**config.mk**
```make
export PLATFORM = sky130hd
export DESIGN_NAME = ps2_device
export DESIGN_NICKNAME = d
export VERILOG_FILES = /design/src/rtl/ps2_pkg.sv /design/src/rtl/ps2_sync.sv /design/src/rtl/ps2_device.sv
export SDC_FILE = /design/constraint.sdc
export NUM_CORES = 1
export LEC_CHECK = 0
export ABC_AREA = 0
export CAP_MARGIN = 20
export CORE_UTILIZATION = 39
export DETAILED_ROUTE_END_ITERATION = 10
export HOLD_SLACK_MARGIN = 0.05
export SLEW_MARGIN = 20
export SYNTH_ARGS = -nofsm -noshare
export SYNTH_HDL_FRONTEND = slang
export SYNTH_SLANG_ARGS = --single-unit
```
**constraint.sdc**
```tcl
create_clock -name clk -period 6.65 [get_ports clk]
set_input_delay 0.9975 -clock clk [delete_from_list [all_inputs] [get_ports clk]]
set_output_delay 0.9975 -clock clk [all_outputs]
set_load 0.02 [all_outputs]
```
**src/rtl/ps2_pkg.sv**
```systemverilog
// Shared PS/2 definitions: device FSM encoding, frame layout constants and
// the odd-parity helper used by both the device engine and host transceiver.
package ps2_pkg;

   typedef enum logic [2:0] {
      ST_IDLE    = 3'd0,
      ST_TX      = 3'd1,
      ST_INHIBIT = 3'd2,
      ST_RX      = 3'd3,
      ST_ACK     = 3'd4
   } ps2_state_e;

   localparam int   FRAME_BITS = 11;
   localparam int   RX_CLOCKS  = 10;
   localparam logic START      = 1'b0;
   localparam logic STOP       = 1'b1;

   function automatic logic odd_parity(input logic [7:0] data);
      return ~^data;
   endfunction

endpackage

```
**src/rtl/ps2_sync.sv**
```systemverilog
// Two-flop synchronizer for one PS/2 line plus a saturating count of how many
// cycles the synchronized level has been stable (0 on the first cycle).
module ps2_sync #(
   parameter int CNT_W = 16
) (
   input  logic             clk,
   input  logic             rstn,
   input  logic             async_i,
   output logic             level_o,
   output logic [CNT_W-1:0] stable_o
);

   logic             s1_q;
   logic             s2_q;
   logic [CNT_W-1:0] cnt_q;

   // Flops reset to 1 so a released (pulled-up) bus looks idle straight away.
   always_ff @(posedge clk) begin
      if (!rstn) begin
         s1_q  <= 1'b1;
         s2_q  <= 1'b1;
         cnt_q <= '0;
      end else begin
         s1_q <= async_i;
         s2_q <= s1_q;
         if (s1_q != s2_q) begin
            cnt_q <= '0;
         end else if (cnt_q != '1) begin
            cnt_q <= cnt_q + 1'b1;
         end
      end
   end

   assign level_o  = s2_q;
   assign stable_o = cnt_q;

endmodule

```
**src/rtl/ps2_device.sv**
```systemverilog
// Device-side PS/2 engine: generates the PS/2 clock, sends bytes to the host,
// detects inhibit / request-to-send, receives and acknowledges host commands.
//
//   state      | meaning
//   -----------+-----------------------------------------------------------
//   ST_IDLE    | bus released; watch for inhibit or start a pending TX
//   ST_TX      | 11 slots (start, data0-7, parity, stop), high then low
//   ST_INHIBIT | host holds clock low; wait for release (RTS if data low)
//   ST_RX      | 10 clock pulses, sample data mid high phase
//   ST_ACK     | one slot: data low in high phase, clock low in low phase
module ps2_device
   import ps2_pkg::*;
#(
   parameter int HALF_PERIOD = 4000,
   parameter int INHIBIT_MIN = 5000,
   parameter int IDLE_MIN    = 5000
) (
   input  logic       clk,
   input  logic       rstn,
   input  logic       ps2_clk_in,
   input  logic       ps2_data_in,
   output logic       ps2_clk_oe,
   output logic       ps2_data_oe,
   input  logic [7:0] tx_data,
   input  logic       tx_valid,
   output logic       tx_ready,
   output logic       tx_done,
   output logic [7:0] rx_data,
   output logic       rx_valid,
   output logic       rx_parity_err,
   output logic       rx_frame_err,
   output logic       busy
);

   localparam logic [15:0] HP_LAST  = 16'(HALF_PERIOD - 1);
   localparam logic [15:0] HP_MID   = 16'(HALF_PERIOD / 2);
   localparam logic [15:0] INH_CNT  = 16'(INHIBIT_MIN - 1);
   localparam logic [15:0] IDLE_CNT = 16'(IDLE_MIN - 1);
   localparam logic [3:0]  TX_LAST  = 4'(FRAME_BITS - 1);
   localparam logic [3:0]  RX_LAST  = 4'(RX_CLOCKS - 1);

   logic        clk_s, dat_s;
   logic [15:0] clk_cnt, dat_cnt;

   ps2_sync #(.CNT_W(16)) u_sync_clk (
      .clk      (clk),
      .rstn     (rstn),
      .async_i  (ps2_clk_in),
      .level_o  (clk_s),
      .stable_o (clk_cnt)
   );

   ps2_sync #(.CNT_W(16)) u_sync_dat (
      .clk      (clk),
      .rstn     (rstn),
      .async_i  (ps2_data_in),
      .level_o  (dat_s),
      .stable_o (dat_cnt)
   );

   ps2_state_e state_q, state_d;
   logic [15:0] phase_q, phase_d;
   logic [3:0]  bit_q, bit_d;
   logic        half_q, half_d;
   logic        pend_q, pend_d;
   logic [7:0]  pend_data_q, pend_data_d;
   logic [9:0]  rx_shift_q, rx_shift_d;
   logic [7:0]  rx_data_q, rx_data_d;
   logic        rx_perr_q, rx_perr_d;
   logic        rx_valid_q, rx_valid_d;
   logic        rx_ferr_q, rx_ferr_d;
   logic        tx_done_q, tx_done_d;
   logic        clk_oe_q, clk_oe_d;
   logic        data_oe_q, data_oe_d;
   logic        phase_last;
   logic [FRAME_BITS-1:0] tx_frame;

   assign tx_frame   = {STOP, odd_parity(pend_data_q), pend_data_q, START};
   assign phase_last = (phase_q == HP_LAST);
   assign tx_ready   = (state_q == ST_IDLE) && !pend_q;

   always_comb begin
      state_d     = state_q;
      phase_d     = phase_last ? '0 : phase_q + 16'd1;
      bit_d       = bit_q;
      half_d      = half_q;
      pend_d      = pend_q;
      pend_data_d = pend_data_q;
      rx_shift_d  = rx_shift_q;
      rx_data_d   = rx_data_q;
      rx_perr_d   = rx_perr_q;
      rx_valid_d  = 1'b0;
      rx_ferr_d   = 1'b0;
      tx_done_d   = 1'b0;

      if (tx_ready && tx_valid) begin
         pend_d      = 1'b1;
         pend_data_d = tx_data;
      end

      unique case (state_q)
         ST_IDLE: begin
            phase_d = '0;
            bit_d   = '0;
            half_d  = 1'b0;
            if (!clk_s && clk_cnt >= INH_CNT) begin
               state_d = ST_INHIBIT;
            end else if (pend_q && clk_s && dat_s &&
                         clk_cnt >= IDLE_CNT && dat_cnt >= IDLE_CNT) begin
               state_d = ST_TX;
            end
         end
         ST_TX: begin
            if (phase_last) begin
               if (!half_q) begin
                  // Clock low at the end of our high phase: host took the bus.
                  if (bit_q != TX_LAST && !clk_s) begin
                     state_d = ST_INHIBIT;
                  end else begin
                     half_d = 1'b1;
                  end
               end else begin
                  half_d = 1'b0;
                  if (bit_q == TX_LAST) begin
                     tx_done_d = 1'b1;
                     pend_d    = 1'b0;
                     state_d   = ST_IDLE;
                  end else begin
                     bit_d = bit_q + 4'd1;
                  end
               end
            end
         end
         ST_INHIBIT: begin
            phase_d = '0;
            bit_d   = '0;
            half_d  = 1'b0;
            if (clk_s) begin
               state_d = dat_s ? ST_IDLE : ST_RX;
            end
         end
         ST_RX: begin
            if (!half_q && phase_q == HP_MID) begin
               rx_shift_d = {dat_s, rx_shift_q[9:1]};
            end
            if (phase_last) begin
               if (!half_q) begin
                  half_d = 1'b1;
               end else begin
                  half_d = 1'b0;
                  if (bit_q == RX_LAST) begin
                     bit_d = '0;
                     if (rx_shift_q[9] == STOP) begin
                        state_d = ST_ACK;
                     end else begin
                        rx_ferr_d = 1'b1;
                        state_d   = ST_IDLE;
                     end
                  end else begin
                     bit_d = bit_q + 4'd1;
                  end
               end
            end
         end
         ST_ACK: begin
            if (phase_last) begin
               if (!half_q) begin
                  half_d = 1'b1;
               end else begin
                  half_d     = 1'b0;
                  state_d    = ST_IDLE;
                  rx_data_d  = rx_shift_q[7:0];
                  rx_perr_d  = (rx_shift_q[8] != odd_parity(rx_shift_q[7:0]));
                  rx_valid_d = 1'b1;
               end
            end
         end
         default: state_d = ST_IDLE;
      endcase

      // Line enables follow the next state so they are registered yet never lag.
      clk_oe_d  = (state_d == ST_TX || state_d == ST_RX || state_d == ST_ACK) && half_d;
      data_oe_d = ((state_d == ST_TX) && !tx_frame[bit_d]) ||
                  ((state_d == ST_ACK) && !half_d);
   end

   always_ff @(posedge clk) begin
      if (!rstn) begin
         state_q     <= ST_IDLE;
         phase_q     <= '0;
         bit_q       <= '0;
         half_q      <= 1'b0;
         pend_q      <= 1'b0;
         pend_data_q <= '0;
         rx_shift_q  <= '0;
         rx_data_q   <= '0;
         rx_perr_q   <= 1'b0;
         rx_valid_q  <= 1'b0;
         rx_ferr_q   <= 1'b0;
         tx_done_q   <= 1'b0;
         clk_oe_q    <= 1'b0;
         data_oe_q   <= 1'b0;
      end else begin
         state_q     <= state_d;
         phase_q     <= phase_d;
         bit_q       <= bit_d;
         half_q      <= half_d;
         pend_q      <= pend_d;
         pend_data_q <= pend_data_d;
         rx_shift_q  <= rx_shift_d;
         rx_data_q   <= rx_data_d;
         rx_perr_q   <= rx_perr_d;
         rx_valid_q  <= rx_valid_d;
         rx_ferr_q   <= rx_ferr_d;
         tx_done_q   <= tx_done_d;
         clk_oe_q    <= clk_oe_d;
         data_oe_q   <= data_oe_d;
      end
   end

   assign ps2_clk_oe    = clk_oe_q;
   assign ps2_data_oe   = data_oe_q;
   assign tx_done       = tx_done_q;
   assign rx_data       = rx_data_q;
   assign rx_valid      = rx_valid_q;
   assign rx_parity_err = rx_perr_q;
   assign rx_frame_err  = rx_ferr_q;
   assign busy          = (state_q != ST_IDLE);

endmodule

```
==> qor.txt, run 1 <==
top_reg_cell synth = dfxtp_1
post-DR wirelength/cell = 13.3 um
RSZ-0062 raised after global routing = false
pin count of the biggest net entering global routing = 35
R2R depth = 10
internal power = 0.887 mW
global-route wire length before repair = 16.0 mm
CP required = 5.65 ns
Clock Skew = 0.00642 ns
Ports = 29
drt drc = 0
core area = 11400 um^2
startpoint types = flip-flop
YS warnings = 0
Net Count, Synth = 566
vias in the first global route = 3390
cell area after placement = 4920 um^2
top-count cell post-synth = dfxtp_1
detailed-placement wirelength estimate = 6.74 mm
area delta synth->final = 15.2%
GRT Overall Usage = 17.1%
Post-Layout Cell Count = 712
synthesis-stage register bit count = 93
Switch Pwr = 0.251 mW
sequential area share after synthesis = 41.0%
worst setup path class = reg2out
setup tns final = 0 ns
Synth Area per Inst = 8.32 um^2
Total Nets Final = 585
FP Rows = 39
Pleak = 1.71 nW
Clock Tree Root = clkbuf_16
H-tree depth = 3
post_cts resized = 0
fmax = 0.283 GHz
Clock power frac = 45.7%
post-CTS setup buffers = 0
Clock Sinks = 93
final setup fails = 0
area fraction of the dominant cell type after synthesis = 41.0%
crit share post-route = 53.2%
Slew HR = 38.0%
initial core utilization = 39.9%
Longest Clk Path Bufs = 2
min cycle time layout = 3.53 ns
input/output buffers = 28
top cells by area, synth = dfxtp_1 41%, nor2_1 6.0%, xnor2_1 5.0%
final hold vios = 0
ys async rst share = 0%
CP Launch Point = state_q[2]
First-pass DRT Iterations = 4
Max Cap Violations = 0
hold_buf cts = 0
reg2reg start = phase_q[0]
status = finished clean
worst r2r dst = ps2_data_oe
WL final = 9.51 mm
Post-Syn Area = 4540 um^2
Mapped Cells = 545
die area = 12100 um^2
number of inserted diodes = 0
via count = 3781
actual slew at the worst max-slew pin = 0.924 ns
Pins Over Slew Limit = 0
Final Cell Area = 5220 um^2
post-DR vias/cell = 5.31
Final GP Congestion = 0.854
Worst Path Max Fanout = 16
clock latency on the worst-skew pair = 0.35 ns
peak supply drop = 0.120 mV
CTS Buf Count = 9
gr ovfl total = 0
Routed Antenna Nets = 0
Synth cell types = 57
Sw Ratio = 22.1%
Post-synth EDFFs = 0
most frequent cells after synthesis = 93 x dfxtp_1, 72 x nor2_1, 59 x nand2_1
combinational group share of total power = 4.1%
Die Y = 110 um
crit end category = output pin
drt initial violations = 179
placed insts = 696
WP data arrival = 2.54 ns
crit path to = tx_ready
PwrDens = 218 nW/um^2
Hold/Removal Path Class = reg2reg
share of cells above drive strength 1 = 5.27%
R2R setup slack = 4.08 ns
initial antenna violation count = 0
Horiz. Die Dim = 110 um
sequential fraction of design power = 50.2%
Yosys top cell by area = dfxtp_1
CTS tree = yes
Worst-path clk slew = 0.07 ns
==> worst min-delay path by stage <==
| stage | from | to | cells after the start |
|---|---|---|---|
| 2_1_floorplan | phase_q[0] | phase_q[0] | 1 |
| 3_3_place_gp | phase_q[0] | phase_q[0] | 1 |
| 3_5_place_dp | u_sync_dat.s1_q | u_sync_dat.level_o | 1 |
| 4_1_cts | rx_data[6] | rx_data[6] | 2 |
| 5_1_grt | rx_data[1] | rx_data[1] | 2 |
| 6_report | phase_q[0] | phase_q[0] | 1 |
==> critical path, cell delays in order (launching register included) <==
cell and delay [ns]:
dfxtp_1 0.44, or3_1 0.47, nor2_1 0.56, clkdlybuf4s50_1 0.73
==> power groups by stage <==
stage | logic, mW | registers (mW) | clock network [mW]
floorplan | 0.0338 | 0.581 | 0
global placement | 0.0462 | 0.583 | 0
detailed placement | 0.0474 | 0.583 | 0
CTS | 0.0476 | 0.570 | 0.535
global route | 0.0542 | 0.571 | 0.557
finish | 0.0470 | 0.571 | 0.520
==> kinds of logic after synthesis <==
group	after synthesis	synth area share, %
and+or+nand+nor	260	29.6
DFF	93	41.0
AOI/OAI and AO/OA	83	11.6
xor gates and xnor gates	45	8.69
buffers and inverters	41	3.56
muxes	15	3.31
adders and majority gates	8	2.21
==> cell type report <==
cell class	instances	area [um^2]
timing repair buffer	29	288
clock buffer	10	239
sequential	93	1860
tap	143	179
inverter	20	75.1
clock inverter	6	62.6
multi-input combinational	411	2520
fill	1134	6150
==> cells in the final DEF (no fill, tap or decap), types with 4 or more instances in the layout <==
cell              n
dfxtp_1          93
nand4_1          15
nand2_1          59
nor4_1            8
clkdlybuf4s50_1  28
and3_1            8
nand2b_1          9
nand3_1          33
nor2_1           72
xor2_1           19
nor3_1           14
a311oi_1          4
or3_1             9
clkbuf_16         9
o21ai_0          14
nand3b_1          4
a31oi_1           6
a21oi_1          34
inv_1            19
ha_1              8
and4_1            4
mux2i_1          15
xnor2_1          26
==> stage by stage <==
stage / total power, mW / worst slack (ns) / util, % / hold WS (ns)
6_report: 1.14 / 3.12 / 45.9 / 0.459
5_1_grt: 1.18 / 2.94 / 45.9 / 0.485
4_1_cts: 1.15 / 3.09 / 45.9 / 0.461
3_5_place_dp: 0.630 / 3.11 / 43.3 / 0.449
3_3_place_gp: 0.629 / 3.17 / 43.3 / 0.441
2_1_floorplan: 0.615 / 4.21 / - / 0.426
==> per-layer routing <==
metal / wire (um) / GRT usage, %
met1: 4800 / 21.7
met2: 4250 / 27.7
met3: 289 / 3.62
met4: 175 / 7.71
met5: 0 / 0
==> registers in the layout, summed over array words and instances, names as in the netlist, 3 cells and up <==
| signal | cells |
|---|---|
| bit_q | 4 |
| pend_data_q | 8 |
| phase_q | 16 |
| rx_data | 8 |
| rx_shift_q | 10 |
| state_q | 3 |
| u_sync_clk.stable_o | 16 |
| u_sync_dat.stable_o | 16 |
(Power assumes the default switching activity.)
==> run 2, diff against run 1 <==
==> constraint.sdc (replaced) <==
create_clock -name clk -period 3.6 [get_ports clk]
set_input_delay 0.54 -clock clk [delete_from_list [all_inputs] [get_ports clk]]
set_output_delay 0.54 -clock clk [all_outputs]
set_load 0.02 [all_outputs]
==> run 2 against run 1 <==
Sequential share of layout area fell by 0.22 points. Combinational power up 90%. Routed wire length rose by 0.39%. Count of clock-buffer cells in the layout rose by 3. Largest power group unchanged. Register-to-register slack got worse by 2.9 ns. Setup slack worse by 2.2 ns. Final cell count rose by 0.28%. Utilization rose by 0.29 points.
==> qor.txt, run 2 (synthesis gave the netlist of run 1 again) <==
detailed-placement wirelength estimate = 6.85 mm
crit end category = output pin
final hold vios = 0
hold_buf cts = 0
clock latency on the worst-skew pair = 0.34 ns
drt initial violations = 331
Clock Sinks = 93
# fillers = 1106
CTS Buf Count = 9
Worst Path Max Fanout = 16
RSZ-0062 raised after global routing = false
Max Cap Violations = 0
setup tns final = 0 ns
R2R setup slack = 1.16 ns
commonest non-fill, non-tap cell in the layout = dfxtp_1
cell family with most CP delay = buffers and inverters
Ports = 29
fmax = 0.370 GHz
Hold WS = 0.456 ns
Longest Clk Path Bufs = 2
GRT Overall Usage = 17.1%
gr ovfl total = 0
pin count of the biggest net entering global routing = 31
crit share post-route = 75.1%
Routed Antenna Nets = 0
crit path cell chain = or3_1 -> nor2_1 -> buf_4 -> clkdlybuf4s50_1
Final GP Congestion = 0.851
Slew HR = 57.7%
Worst-path clk slew = 0.06 ns
Post-Layout Cell Count = 714
startpoint types = flip-flop
status = finished clean
Pins Over Slew Limit = 0
worst path bufs/invs = 2
actual slew at the worst max-slew pin = 0.633 ns
Total Nets Final = 587
number of inserted diodes = 0
CTS tree = yes
min cycle time layout = 2.71 ns
final setup fails = 0
PwrDens = 410 nW/um^2
H-tree depth = 3
input/output buffers = 28
die area = 12100 um^2
First-pass DRT Iterations = 4
initial antenna violation count = 0
vias in the first global route = 3521
area delta synth->final = 15.9%
worst setup path class = reg2out
initial core utilization = 39.9%
Slowest-stage cell, CP = clkdlybuf4s50_1
share of cells above drive strength 1 = 5.08%
Clock Skew = 0.00425 ns
WP data arrival = 2.17 ns
Clock Tree Root = clkbuf_16
CP required = 3.06 ns
most frequent cells in the layout = 93 x dfxtp_1, 72 x nor2_1, 59 x nand2_1
Pleak = 1.73 nW
post-DR wirelength/cell = 13.4 um
Worst path max stage delay = 0.61 ns
WL final = 9.54 mm
placed insts = 698
global-route wire length before repair = 16.2 mm
drt drc = 0
Hold/Removal Path Class = reg2reg
post-CTS setup buffers = 0
core area = 11400 um^2
Die Y = 110 um
Horiz. Die Dim = 110 um
via count = 3815
FP Rows = 39
post-DR vias/cell = 5.34
peak supply drop = 0.316 mV
post_cts resized = 0
-- run 2: final cells by class --
type	count	area (um^2)	share of cell area [%]
multi-input combinational	411	2520	47.9
sequential	93	1860	35.4
clock buffer	13	250	4.76
inverter	20	75.1	1.43
tap	143	179	3.40
clock inverter	3	68.8	1.31
timing repair buffer	31	303	5.76
-- run 2: metal layers --
layer	up-vias	global-route usage (%)	part of all wire, %
li1	1947	-	-
met3	9	4.56	3.7
met4	0	6.48	1.4
met1	1809	21.4	48
met5	-	0	0
met2	50	28.0	47
-- run 2: power by group --
part / switching [mW] / internal, mW / leakage [nW]
Combinational: 0.0463 / 0.0432 / 0.827
Sequential: 0.0122 / 1.04 / 0.752
Clock: 0.382 / 0.630 / 0.154
Total: 0.440 / 1.71 / 1.73
-- run 2: final timing paths --
check / from / end / cells after the start
worst min-delay path: pend_data_q[0] / pend_data_q[0] / 2
worst min register to register: pend_data_q[0] / pend_data_q[0] / 2
worst max register to register: phase_q[0] / ps2_data_oe / 10
worst max-delay path: state_q[2] / tx_ready / 4
-- run 2: tightest hold or removal path: stages (launching register included) --
cell and delay (ns):
dfxtp_1 0.31, nand2_1 0.05, a21oi_1 0.05
-- run 2: stage by stage --
step / power [mW] / worst slack (ns) / utilization, % / cell area, um^2
3_5_place_dp: 1.17 / 1.19 / 43.4 / 4940
2_1_floorplan: 1.14 / 1.48 / - / 4540
5_1_grt: 2.24 / 0.770 / 46.2 / 5260
3_3_place_gp: 1.17 / 1.22 / 43.4 / 4940
4_1_cts: 2.18 / 0.897 / 46.2 / 5260
6_report: 2.16 / 0.895 / 46.2 / 5260
==> run 3, diff against run 2 <==
==> constraint.sdc (replaced) <==
create_clock -name clk -period 2.8 [get_ports clk]
set_input_delay 0.42 -clock clk [delete_from_list [all_inputs] [get_ports clk]]
set_output_delay 0.42 -clock clk [all_outputs]
set_load 0.02 [all_outputs]
==> run 3 against run 2 <==
Critical path depth is 6 higher. Non-clock buffer count is 6 higher. Clock power rose by 13%. Routed wire length grew 2.2%. Sequential power up 30%. Worst hold slack improved by 0.0022 ns. Via count up 1.1%. Die area is the same. Count of clock-buffer cells in the layout fell by 2. Largest cell class unchanged. Largest power group unchanged.
==> qor.txt, run 3 (synthesis gave the netlist of run 1 again) <==
post_cts resized = 0
CP Launch Point = phase_q[0]
Max Cap Violations = 0
WP data arrival = 2.76 ns
GRT Overall Usage = 17.6%
fmax = 0.402 GHz
actual slew at the worst max-slew pin = 0.631 ns
initial core utilization = 39.9%
Worst-path clk slew = 0.07 ns
peak supply drop = 0.406 mV
RSZ-0062 raised after global routing = false
R2R depth = 10
HP Start = u_sync_dat.s1_q
post-CTS setup buffers = 0
crit share post-route = 88.8%
WHS Endpoint = u_sync_dat.level_o
initial antenna violation count = 0
commonest non-fill, non-tap cell in the layout = dfxtp_1
Post-Layout Cell Count = 720
drt initial violations = 238
FP Rows = 39
Routed Antenna Nets = 0
H-tree depth = 3
final setup fails = 0
post-DR wirelength/cell = 13.5 um
CP required = 3.07 ns
hold_buf cts = 0
reg2reg start = phase_q[0]
via count = 3856
total power = 2.61 mW
Worst Path Max Fanout = 7
Final GP Congestion = 0.841
area delta synth->final = 16.0%
detailed-placement wirelength estimate = 6.97 mm
Pins Over Slew Limit = 0
Final WS setup = 0.313 ns
Longest Clk Path Bufs = 2
First-pass DRT Iterations = 4
number of inserted diodes = 0
worst setup path class = reg2reg
most frequent cells in the layout = 93 x dfxtp_1, 72 x nor2_1, 59 x nand2_1
clock latency on the worst-skew pair = 0.35 ns
Horiz. Die Dim = 110 um
core area = 11400 um^2
worst hold path depth = 1
Clock Tree Root = clkbuf_16
crit end category = flip-flop
Final Cell Area = 5260 um^2
status = finished clean
final hold vios = 0
Total Nets Final = 593
dpl ws = 0.329 ns
placed insts = 704
Clock Skew = 0.00873 ns
die area = 12100 um^2
Slew HR = 57.8%
WL final = 9.75 mm
input/output buffers = 28
drt drc = 0
PwrDens = 497 nW/um^2
worst r2r dst = ps2_data_oe
share of cells above drive strength 1 = 6.41%
Hold/Removal Path Class = reg2reg
setup tns final = 0 ns
post-DR vias/cell = 5.36
Ports = 29
R2R setup slack = 0.31 ns
Clock Sinks = 93
CTS Buf Count = 9
CTS tree = yes
gr ovfl total = 0
Pleak = 1.74 nW
pin count of the biggest net entering global routing = 25
cell area after placement = 4980 um^2
startpoint types = flip-flop
Die Y = 110 um
final core utilization = 46.3%
Hold WS = 0.458 ns
min cycle time layout = 2.49 ns
global-route wire length before repair = 16.6 mm
vias in the first global route = 3605
==> run 3: changes by cell type in the layout (fill, tap and decap cells not counted) <==
cell | before | now
buf_4 | 3 | 9
bufinv_16 | 2 | 0
clkbuf_1 | 3 | 1
clkinv_2 | 0 | 1
clkinvlp_4 | 0 | 3
==> run 3: worst max-delay path, stage by stage, from the launching register on <==
cell and delay (ns):
dfxtp_1 0.38, ha_1 0.19, and3_1 0.36, nand2_1 0.09
nor2_1 0.13, ha_1 0.23, a21boi_0 0.13, a221oi_1 0.47
and2_1 0.22, a311oi_1 0.05, a32oi_1 0.17
==> run 3: cell type report <==
cell class / count / area, um^2
Sequential cell: 93 / 1860
Multi-Input combinational cell: 411 / 2520
Fill cell: 1136 / 6110
Tap cell: 143 / 179
Inverter: 20 / 75.1
Timing Repair Buffer: 37 / 348
Clock inverter: 5 / 36.3
Clock buffer: 11 / 243
==> run 3: routing by layer <==
layer  wire [um]  global-route usage, %  part of all wire, %  vias up
met5           0                      0                    0        -
met4         166                   6.86                  1.7        0
li1            -                      -                    -     1969
met1        4650                   21.9                   48     1813
met2        4550                   28.7                   47       61
met3         388                   4.80                  4.0       13
==> run 3: report_power, final <==
group          switching (mW)  internal (mW)
Sequential             0.0154           1.34
Combinational          0.0605         0.0567
Clock                   0.514          0.626
==> run 3: worst max path at each step <==
stage	endpoint	slack, ns	cells past startpoint
3_5_place_dp	ps2_data_oe	0.33	10
3_3_place_gp	ps2_data_oe	0.42	10
4_1_cts	ps2_data_oe	0.31	10
6_report	ps2_data_oe	0.31	10
2_1_floorplan	ps2_data_oe	0.68	11
5_1_grt	ps2_data_oe	0.09	10
